File: config.mk
export PLATFORM = sky130hd
export DESIGN_NAME = perf_traffic_gen
export DESIGN_NICKNAME = d
export VERILOG_FILES = /design/src/rtl/perf_traffic_gen.sv
export SDC_FILE = /design/constraint.sdc
export NUM_CORES = 2
export LEC_CHECK = 0
export ABC_AREA = 1
export BUFFER_PORTS_ARGS = -buffer_cell sky130_fd_sc_hd__buf_2
export CAP_MARGIN = 20
export CORE_AREA = 8 8 359 361
export DETAILED_ROUTE_END_ITERATION = 12
export DIE_AREA = 0 0 367 369
export PLACE_DENSITY_LB_ADDON = 0.05
export SLEW_MARGIN = 25
export SYNTH_ARGS = -nofsm -noshare
export SYNTH_HDL_FRONTEND = slang
export SYNTH_SLANG_ARGS = --single-unit
File: constraint.sdc
create_clock -name clk -period 20.9 [get_ports clk]
set_input_delay 2.09 -clock clk [delete_from_list [all_inputs] [get_ports clk]]
set_output_delay 2.09 -clock clk [all_outputs]
set_load 0.02 [all_outputs]
File: src/rtl/perf_traffic_gen.sv
// Synthetic AXI-stream packet source: per-class token buckets feed a round-robin
// arbiter; each granted packet is streamed with class/length sideband.
module perf_traffic_gen #(
  parameter int AXIS_DATA_WIDTH = 512,
  parameter int AXIS_KEEP_WIDTH = AXIS_DATA_WIDTH / 8,
  parameter int CLASS_COUNT     = 5
) (
  input  logic                         clk,
  input  logic                         rst,
  input  logic                         enable,
  input  logic [CLASS_COUNT-1:0]       cfg_class_en,
  input  logic [16*CLASS_COUNT-1:0]    cfg_pk_len,
  input  logic [16*CLASS_COUNT-1:0]    cfg_rate,
  input  logic [16*CLASS_COUNT-1:0]    cfg_burst,
  output logic [AXIS_DATA_WIDTH-1:0]   m_axis_tdata,
  output logic [AXIS_KEEP_WIDTH-1:0]   m_axis_tkeep,
  output logic                         m_axis_tvalid,
  input  logic                         m_axis_tready,
  output logic                         m_axis_tlast,
  output logic [4:0]                   m_flow_class,
  output logic [15:0]                  m_pk_len,
  output logic [31:0]                  sent_pk_count,
  output logic [47:0]                  sent_byte_count,
  output logic [0:0]                   o_dbg_state
);

  localparam int KW = AXIS_KEEP_WIDTH;
  localparam logic [0:0] S_IDLE = 1'b0;
  localparam logic [0:0] S_SEND = 1'b1;

  // Handshake: a beat transfers on a rising edge where m_axis_tvalid and
  // m_axis_tready are both high; once raised, tvalid and all beat/sideband
  // outputs hold until that transfer happens.

  logic [0:0]                 r_state;
  logic [2:0]                 r_rr_ptr;
  logic [31:0]                r_credit [CLASS_COUNT];
  logic [31:0]                r_seq    [CLASS_COUNT];
  logic [15:0]                r_beats;
  logic [15:0]                r_beat_idx;
  logic [AXIS_DATA_WIDTH-1:0] r_tdata;
  logic [KW-1:0]              r_tkeep;
  logic                       r_tvalid;
  logic                       r_tlast;
  logic [4:0]                 r_class;
  logic [15:0]                r_len;
  logic [31:0]                r_pk_count;
  logic [47:0]                r_byte_count;

  logic [15:0]                w_len    [CLASS_COUNT];
  logic [31:0]                w_cost   [CLASS_COUNT];
  logic [31:0]                w_cap    [CLASS_COUNT];
  logic [33:0]                w_sum    [CLASS_COUNT];
  logic [31:0]                w_credit_next [CLASS_COUNT];
  logic [CLASS_COUNT-1:0]     w_elig;
  logic                       w_grant_any;
  logic [2:0]                 w_grant_idx;
  logic                       w_grant;
  int                         w_idx;
  logic [15:0]                w_g_len;
  logic [16:0]                w_g_sum;
  logic [15:0]                w_g_beats;
  logic [AXIS_DATA_WIDTH-1:0] w_beat0;
  logic                       w_accept;
  logic                       w_last_beat;
  logic [15:0]                w_next_idx;

  function automatic logic [KW-1:0] f_keep(input logic [15:0] len, input logic last);
    logic [15:0] rem;
    rem = len % 16'(KW);
    f_keep = '1;
    if (last && rem != 16'd0) f_keep = ~({KW{1'b1}} << rem);
  endfunction

  always_comb begin
    w_elig = '0;
    for (int c = 0; c < CLASS_COUNT; c++) begin
      w_len[c]  = (cfg_pk_len[16*c +: 16] < 16'd64) ? 16'd64 : cfg_pk_len[16*c +: 16];
      w_cost[c] = {8'd0, w_len[c], 8'd0};
      w_cap[c]  = (cfg_burst[16*c +: 16] > w_len[c]) ? {8'd0, cfg_burst[16*c +: 16], 8'd0}
                                                     : w_cost[c];
      w_elig[c] = enable && cfg_class_en[c] && (r_credit[c] >= w_cost[c]);
    end
  end

  // Search upward from the class after the last grant, wrapping.
  always_comb begin
    w_grant_any = 1'b0;
    w_grant_idx = '0;
    w_idx       = 0;
    for (int i = 1; i <= CLASS_COUNT; i++) begin
      w_idx = (int'(r_rr_ptr) + i) % CLASS_COUNT;
      if (!w_grant_any && w_elig[w_idx]) begin
        w_grant_any = 1'b1;
        w_grant_idx = 3'(w_idx);
      end
    end
  end

  assign w_grant = (r_state == S_IDLE) && w_grant_any;

  always_comb begin
    for (int c = 0; c < CLASS_COUNT; c++) begin
      w_sum[c] = {2'b00, r_credit[c]} + 34'(cfg_rate[16*c +: 16])
               - ((w_grant && w_grant_idx == 3'(c)) ? {2'b00, w_cost[c]} : 34'd0);
      w_credit_next[c] = (w_sum[c] > {2'b00, w_cap[c]}) ? w_cap[c] : w_sum[c][31:0];
    end
  end

  always_comb begin
    w_g_len   = w_len[w_grant_idx];
    w_g_sum   = {1'b0, w_g_len} + 17'(KW - 1);
    w_g_beats = 16'(w_g_sum / 17'(KW));
    w_beat0          = '0;
    w_beat0[15:0]    = w_g_len;
    w_beat0[20:16]   = 5'(w_grant_idx);
    w_beat0[63:32]   = r_seq[w_grant_idx];
  end

  assign w_accept    = r_tvalid && m_axis_tready;
  assign w_last_beat = (r_beat_idx == r_beats - 16'd1);
  assign w_next_idx  = r_beat_idx + 16'd1;

  always_ff @(posedge clk) begin
    if (rst) begin
      for (int c = 0; c < CLASS_COUNT; c++) r_credit[c] <= '0;
    end else begin
      for (int c = 0; c < CLASS_COUNT; c++)
        r_credit[c] <= cfg_class_en[c] ? w_credit_next[c] : 32'd0;
    end
  end

  always_ff @(posedge clk) begin
    if (rst) begin
      r_state      <= S_IDLE;
      r_rr_ptr     <= 3'(CLASS_COUNT - 1);
      for (int c = 0; c < CLASS_COUNT; c++) r_seq[c] <= '0;
      r_beats      <= '0;
      r_beat_idx   <= '0;
      r_tdata      <= '0;
      r_tkeep      <= '0;
      r_tvalid     <= 1'b0;
      r_tlast      <= 1'b0;
      r_class      <= '0;
      r_len        <= '0;
      r_pk_count   <= '0;
      r_byte_count <= '0;
    end else begin
      case (r_state)
        S_IDLE: begin
          if (w_grant) begin
            r_state            <= S_SEND;
            r_rr_ptr           <= w_grant_idx;
            r_seq[w_grant_idx] <= r_seq[w_grant_idx] + 32'd1;
            r_class            <= 5'(w_grant_idx);
            r_len              <= w_g_len;
            r_beats            <= w_g_beats;
            r_beat_idx         <= '0;
            r_tdata            <= w_beat0;
            r_tkeep            <= f_keep(w_g_len, w_g_beats == 16'd1);
            r_tlast            <= (w_g_beats == 16'd1);
            r_tvalid           <= 1'b1;
          end
        end
        S_SEND: begin
          if (w_accept) begin
            if (w_last_beat) begin
              r_state      <= S_IDLE;
              r_tvalid     <= 1'b0;
              r_tlast      <= 1'b0;
              r_tdata      <= '0;
              r_tkeep      <= '0;
              r_pk_count   <= r_pk_count + 32'd1;
              r_byte_count <= r_byte_count + {32'd0, r_len};
            end else begin
              r_beat_idx <= w_next_idx;
              r_tdata    <= {KW{w_next_idx[7:0]}};
              r_tkeep    <= f_keep(r_len, w_next_idx == r_beats - 16'd1);
              r_tlast    <= (w_next_idx == r_beats - 16'd1);
            end
          end
        end
        default: r_state <= S_IDLE;
      endcase
    end
  end

  assign m_axis_tdata    = r_tdata;
  assign m_axis_tkeep    = r_tkeep;
  assign m_axis_tvalid   = r_tvalid;
  assign m_axis_tlast    = r_tlast;
  assign m_flow_class    = r_class;
  assign m_pk_len        = r_len;
  assign sent_pk_count   = r_pk_count;
  assign sent_byte_count = r_byte_count;
  assign o_dbg_state     = r_state;

endmodule

# Word-level counts from Yosys, hierarchy flattened
# Memories as Yosys holds them, arrays and structs flattened.
# Index checks and enable logic that the tools add are counted.
word_totals:
  ram_bits: 320
  output_inout_bits: 680
  ff_bits: 708
  n_memories: 2
  inputBits: 249
  rom_bits: 0
  latchBits: 0
memory_table:
  columns: ["memory", "words", "word_bits", "read_ports", "rd_ports_with_merged_regs", "write_ports", "line_no", "source"]
  rows:
  - ["r_credit", 5, 32, 5, 0, 5, "37", "logic [31:0] r_credit [CLASS_COUNT];"]
  - ["r_seq", 5, 32, 1, 0, 5, "38", "logic [31:0] r_seq [CLASS_COUNT];"]
classes:
  n_reduce_logical: 36
  bitwise_logic: 9
  order_cmp: 26
  div_mod_pow: 5
  n_eq_ne: 11
  n_shift: 2
  addsub: 21
  mux: 93
  mul: 0
op_table:
  columns: ["op", "n"]
  rows:
  - ["512-bit two-way mux", 3]
  - ["512-bit one-hot mux with 2 select lines", 1]
  - ["32-bit two-way mux", 16]
  - ["64-bit two-way mux", 5]
  - ["24-bit two-way mux", 10]
  - ["34-bit by 24-bit greater-than comparator with 1-bit output", 5]
  - ["33-bit by 24-bit subtractor with 34-bit output", 5]
  - ["32-bit by 16-bit adder with 33-bit output", 5]
  - ["32-bit by 24-bit >= comparator with 1-bit output", 5]
  - ["32-bit by 5-bit < comparator with 1-bit output, second input constant", 5]
  - ["32-bit by 4-bit remainder unit with 32-bit output, second input constant", 5]
  - ["16-bit two-way mux", 10]
  - ["64-bit inverter", 2]
  - ["64-bit one-hot mux with 2 select lines", 1]
  - ["64-bit by 6-bit << shifter with 64-bit output, first input constant", 2]
  - ["16-bit greater-than comparator", 5]
  - ["16-bit by 7-bit < comparator with 1-bit output, second input constant", 5]
  - ["32-bit by 1-bit adder with 32-bit output, second input constant", 2]
  - ["48-bit by 16-bit adder with 48-bit output", 1]
  - ["16-bit binary-select mux with 3-bit select", 1]
  - ["16-bit equality test", 2]
  - ["16-bit one-hot mux with 2 select lines", 1]
  - ["16-bit nonzero test", 2]
  - ["32-bit OR reduction", 1]
  - ["25 further kinds", 103]

# Logic depth before layout (Yosys ltp)
logic_depth:
  depth_word: 30
  ltp_mapped: 66
  mapped_depth_nobuf: 63

# Worst setup path before layout
# Ideal clock, no wire load.
synth_timing:
  kind: "input port to flip-flop"
  start: "input cfg_pk_len[27]"
  end: "memory r_credit[3][18] (netlist: r_credit[0][114])"
  arrival_ns: 9.654
  required_ns: 20.772
  stages: 58
  n_path_buf: 3
  path_slack_ns: 11.118
  cell_sequence: "nor4_1 nand3_1 nor2_1 inv_1 nand2_1 ha_1 nand2_1 inv_1 nand2_1 nand2_1 nand2_1 nand2_1 nand2_1 nand4_1 nand2_1 nor2_1 nor2_1 nand2_1 (+22 left out) xor2_1 ha_1 nand2_1 inv_1 nand4_1 nor2_1 nand3_1 nor3_1 nand4_1 nand2_1 nand2_1 a311oi_1 nand3_1 nor2_1 nand2_1 clkbuf_1 o21ai_1 a21oi_1"
synth_lines:
  columns: ["element", "line_no", "source"]
  rows:
  - ["start: declaration", "12", "input logic [16*CLASS_COUNT-1:0] cfg_pk_len,"]
  - ["end: declaration", "37", null]

==> run summary <==
status -> finished, final reports clean
clk_lat worst skew -> 0.67 ns
Slew Limit Fails -> 0
Setup crit start kind -> input port
Worst EP arrival -> 14.88 ns
largest net degree at the start of global routing -> 85
setup_tns -> 0 ns
register area share after synthesis -> 0.277
worst r2r src -> r_rr_ptr[0]$_SDFFE_PP0P_
top_reg_cell synth -> dfxtp_1
vias in the first global route -> 45200
distinct cell type count after synthesis -> 75
routed length per instance -> 22.5 um
Core ar. -> 123000 sq um
Top Ports -> 929
number of synthesized flops with an enable pin -> 186
setup violators final -> 0
Vias -> 47900
synth warn -> 0
Final #Nets -> 8396
grt ovf -> 0
top cells by area, synth -> dfxtp_1, ha_1, edfxtp_1, nand2_1, inv_1
hold depth -> 2
Worst setup EP type -> register
Post-Route WL -> 209 mm
CTS sink count -> 599
IO Port Bufs -> 926
htree depth -> 3
largest area contributor in the netlist -> dfxtp_1
Reg area -> 13900 sq um
top-count cell post-synth -> nand2_1
Die Wd -> 367 um
Post-CTS Hold Buffers -> 0
buffer count from post-CTS setup fixing -> 0
post-synthesis instance total -> 7055
asr flop ratio synth -> 0
post-synth top area share -> 0.166
maximum capacitance violations -> 0
CTS Buffer Depth -> 3
RSZ-0062 raised after global routing -> false
R2R Setup Slk -> 7.39 ns
Multi-input gate area -> 28200 sq um
die area -> 135000 sq um
DRT Pass-1 Iters -> 8
Worst Hold Class -> reg2reg
crit-path max cell delay -> 0.91 ns
CTS Buf Count -> 79
Slew @ Worst Pin -> 1.07 ns
crit path max fanout -> 31
Root Driver -> clkbuf_16
Tcrit/Tclk final -> 0.683
Bufs and invs on worst path -> 7
routed vias/inst -> 5.17
Worst R2R Path Depth -> 44
Synth Cell Area -> 49900 sq um
Post-CTS Resized -> 0
area delta synth->final -> 12.0%
Clock Pin Slew Worst Setup and Hold Paths -> 0.06 ns
Worst path top cell family by delay -> simple AND/OR/NAND/NOR gates
slowest CP cell -> nor2_1
Rel. slew slack -> 0.285
CTS tree -> built
Hold Path Origin -> m_axis_tkeep[7]$_SDFFE_PP0P_
post-route minimum period -> 14.27 ns
Std-Cell Rows -> 129
Fin. Hold Viols -> 0
Worst Setup Path Type -> in2reg
#FFs+latches synth -> 599
hold worst-path end -> m_axis_tkeep[7]$_SDFFE_PP0P_
share of post-route cells with drive strength above 1 -> 0.161
syn avg cell area -> 7.08 sq um
fill cell count -> 13000
most used cell along the critical path -> nand2_1
Initial Util -> 0.406
fmax -> 70.1 MHz
initial antenna violation count -> 32
Crit path required time -> 21.51 ns
RD Place Congestion -> 0.954
detailed placement HPWL -> 169 mm
global-route wire length before repair -> 303 mm
die height -> 369 um
DRC Markers -> 0
clk_skew -> 0.0321 ns
Tot GR Track Use -> 0.293
1st-iter DRT viols -> 3805
Post-synth top cells -> nand2_1, inv_1, nor2_1
R2R Path End -> r_credit[0][52]$_SDFF_PP0_
antenna viol nets, final -> 0
sequential cells by signal, indices dropped and copies added, names as in the netlist:
signal / cells
r_beat_idx: 16
r_beats: 11
m_pk_len: 16
m_axis_tvalid: 1
sent_byte_count: 48
r_rr_ptr: 3
r_credit: 160
m_flow_class: 1
m_axis_tkeep: 64
r_seq: 186
m_axis_tlast: 1
o_dbg_state: 1
m_axis_tdata: 59
sent_pk_count: 32
stage by stage:
stage / cells / util / hold slack, ns / cell area [sq um] / worst slack (ns)
final: 9272 / 0.455 / 0.467 / 55900 / 6.63
after global routing: 9268 / 0.455 / 0.489 / 55900 / 5.81
after CTS: 9259 / 0.454 / 0.465 / 55900 / 6.76
after detailed placement: 9115 / 0.432 / 0.455 / 53200 / 6.09
after global placement: 9115 / 0.432 / 0.454 / 53200 / 6.12
after floorplan: 7122 / - / 0.458 / 50200 / 11.12
cell type report:
| type | instances | area share |
|---|---|---|
| Multi-Input combinational cell | 4839 | 0.505 |
| Sequential cell | 599 | 0.248 |
| Timing Repair Buffer | 977 | 0.0898 |
| Inverter | 1063 | 0.0714 |
| Clock buffer | 109 | 0.0407 |
| Tap cell | 1637 | 0.0366 |
| Clock inverter | 35 | 0.00819 |
| Antenna cell | 13 | 0.000582 |
how the worst max path moves through the flow:
stage	startpoint	end	slack (ns)	cells after the start
after floorplan	cfg_pk_len[27]	r_credit[0][114]$_SDFF_PP0_	11.12	58
after global placement	cfg_pk_len[27]	r_credit[0][52]$_SDFF_PP0_	6.12	52
after detailed placement	cfg_pk_len[27]	r_credit[0][52]$_SDFF_PP0_	6.09	52
after CTS	cfg_pk_len[27]	r_credit[0][52]$_SDFF_PP0_	6.76	52
after global routing	cfg_pk_len[27]	r_credit[0][42]$_SDFF_PP0_	5.81	52
final	cfg_pk_len[27]	r_credit[0][52]$_SDFF_PP0_	6.63	52
worst min-delay path, delay by kind of cell, from the launching register on:
family	cells	cell delay (ns)
compound gates	1	0.05
simple gates	1	0.06
flops	1	0.30
metal layers:
layer  up-vias  GRT usage  routed length, um
li1      23500          -                  -
met1     22500      0.375              88600
met2      1707      0.494              97600
met3       270     0.0544              15100
met4         2     0.0997               7690
met5         -          0                 13
placed cells by master (no fill, tap or decap), drive strengths merged, types with 7 or more instances in the layout:
| master | count |
|---|---|
| xnor2 | 40 |
| xor2 | 177 |
| and2 | 17 |
| clkinv | 33 |
| a21o | 24 |
| o21bai | 19 |
| fa | 41 |
| a21boi | 22 |
| conb | 68 |
| a211oi | 12 |
| o221ai | 12 |
| o21ai | 341 |
| nor3 | 88 |
| dfxtp | 413 |
| bufinv | 7 |
| diode | 13 |
| ha | 547 |
| nor4 | 26 |
| o211ai | 19 |
| o21a | 28 |
| a31oi | 82 |
| nand4 | 125 |
| buf | 977 |
| a21oi | 511 |
| edfxtp | 186 |
| a221oi | 8 |
| o31ai | 16 |
| nand3b | 30 |
| o22ai | 20 |
| a22oi | 7 |
| nor3b | 19 |
| nand2 | 1508 |
| or2 | 15 |
| nor2 | 733 |
| a22o | 8 |
| inv | 1053 |
| nand3 | 246 |
| clkbuf | 109 |
kinds of logic after synthesis:
group / synth area share
adder cells (fa/ha/maj): 0.153
buffers and inverters: 0.163
AO/OA/AOI/OAI: 0.130
other: 0.0000751
AND/OR/NAND/NOR: 0.238
flip-flops: 0.277
XOR/XNOR: 0.0385
Power is not shown: default switching activity piles up to over one toggle a cycle in this logic, so the estimate is an artifact.
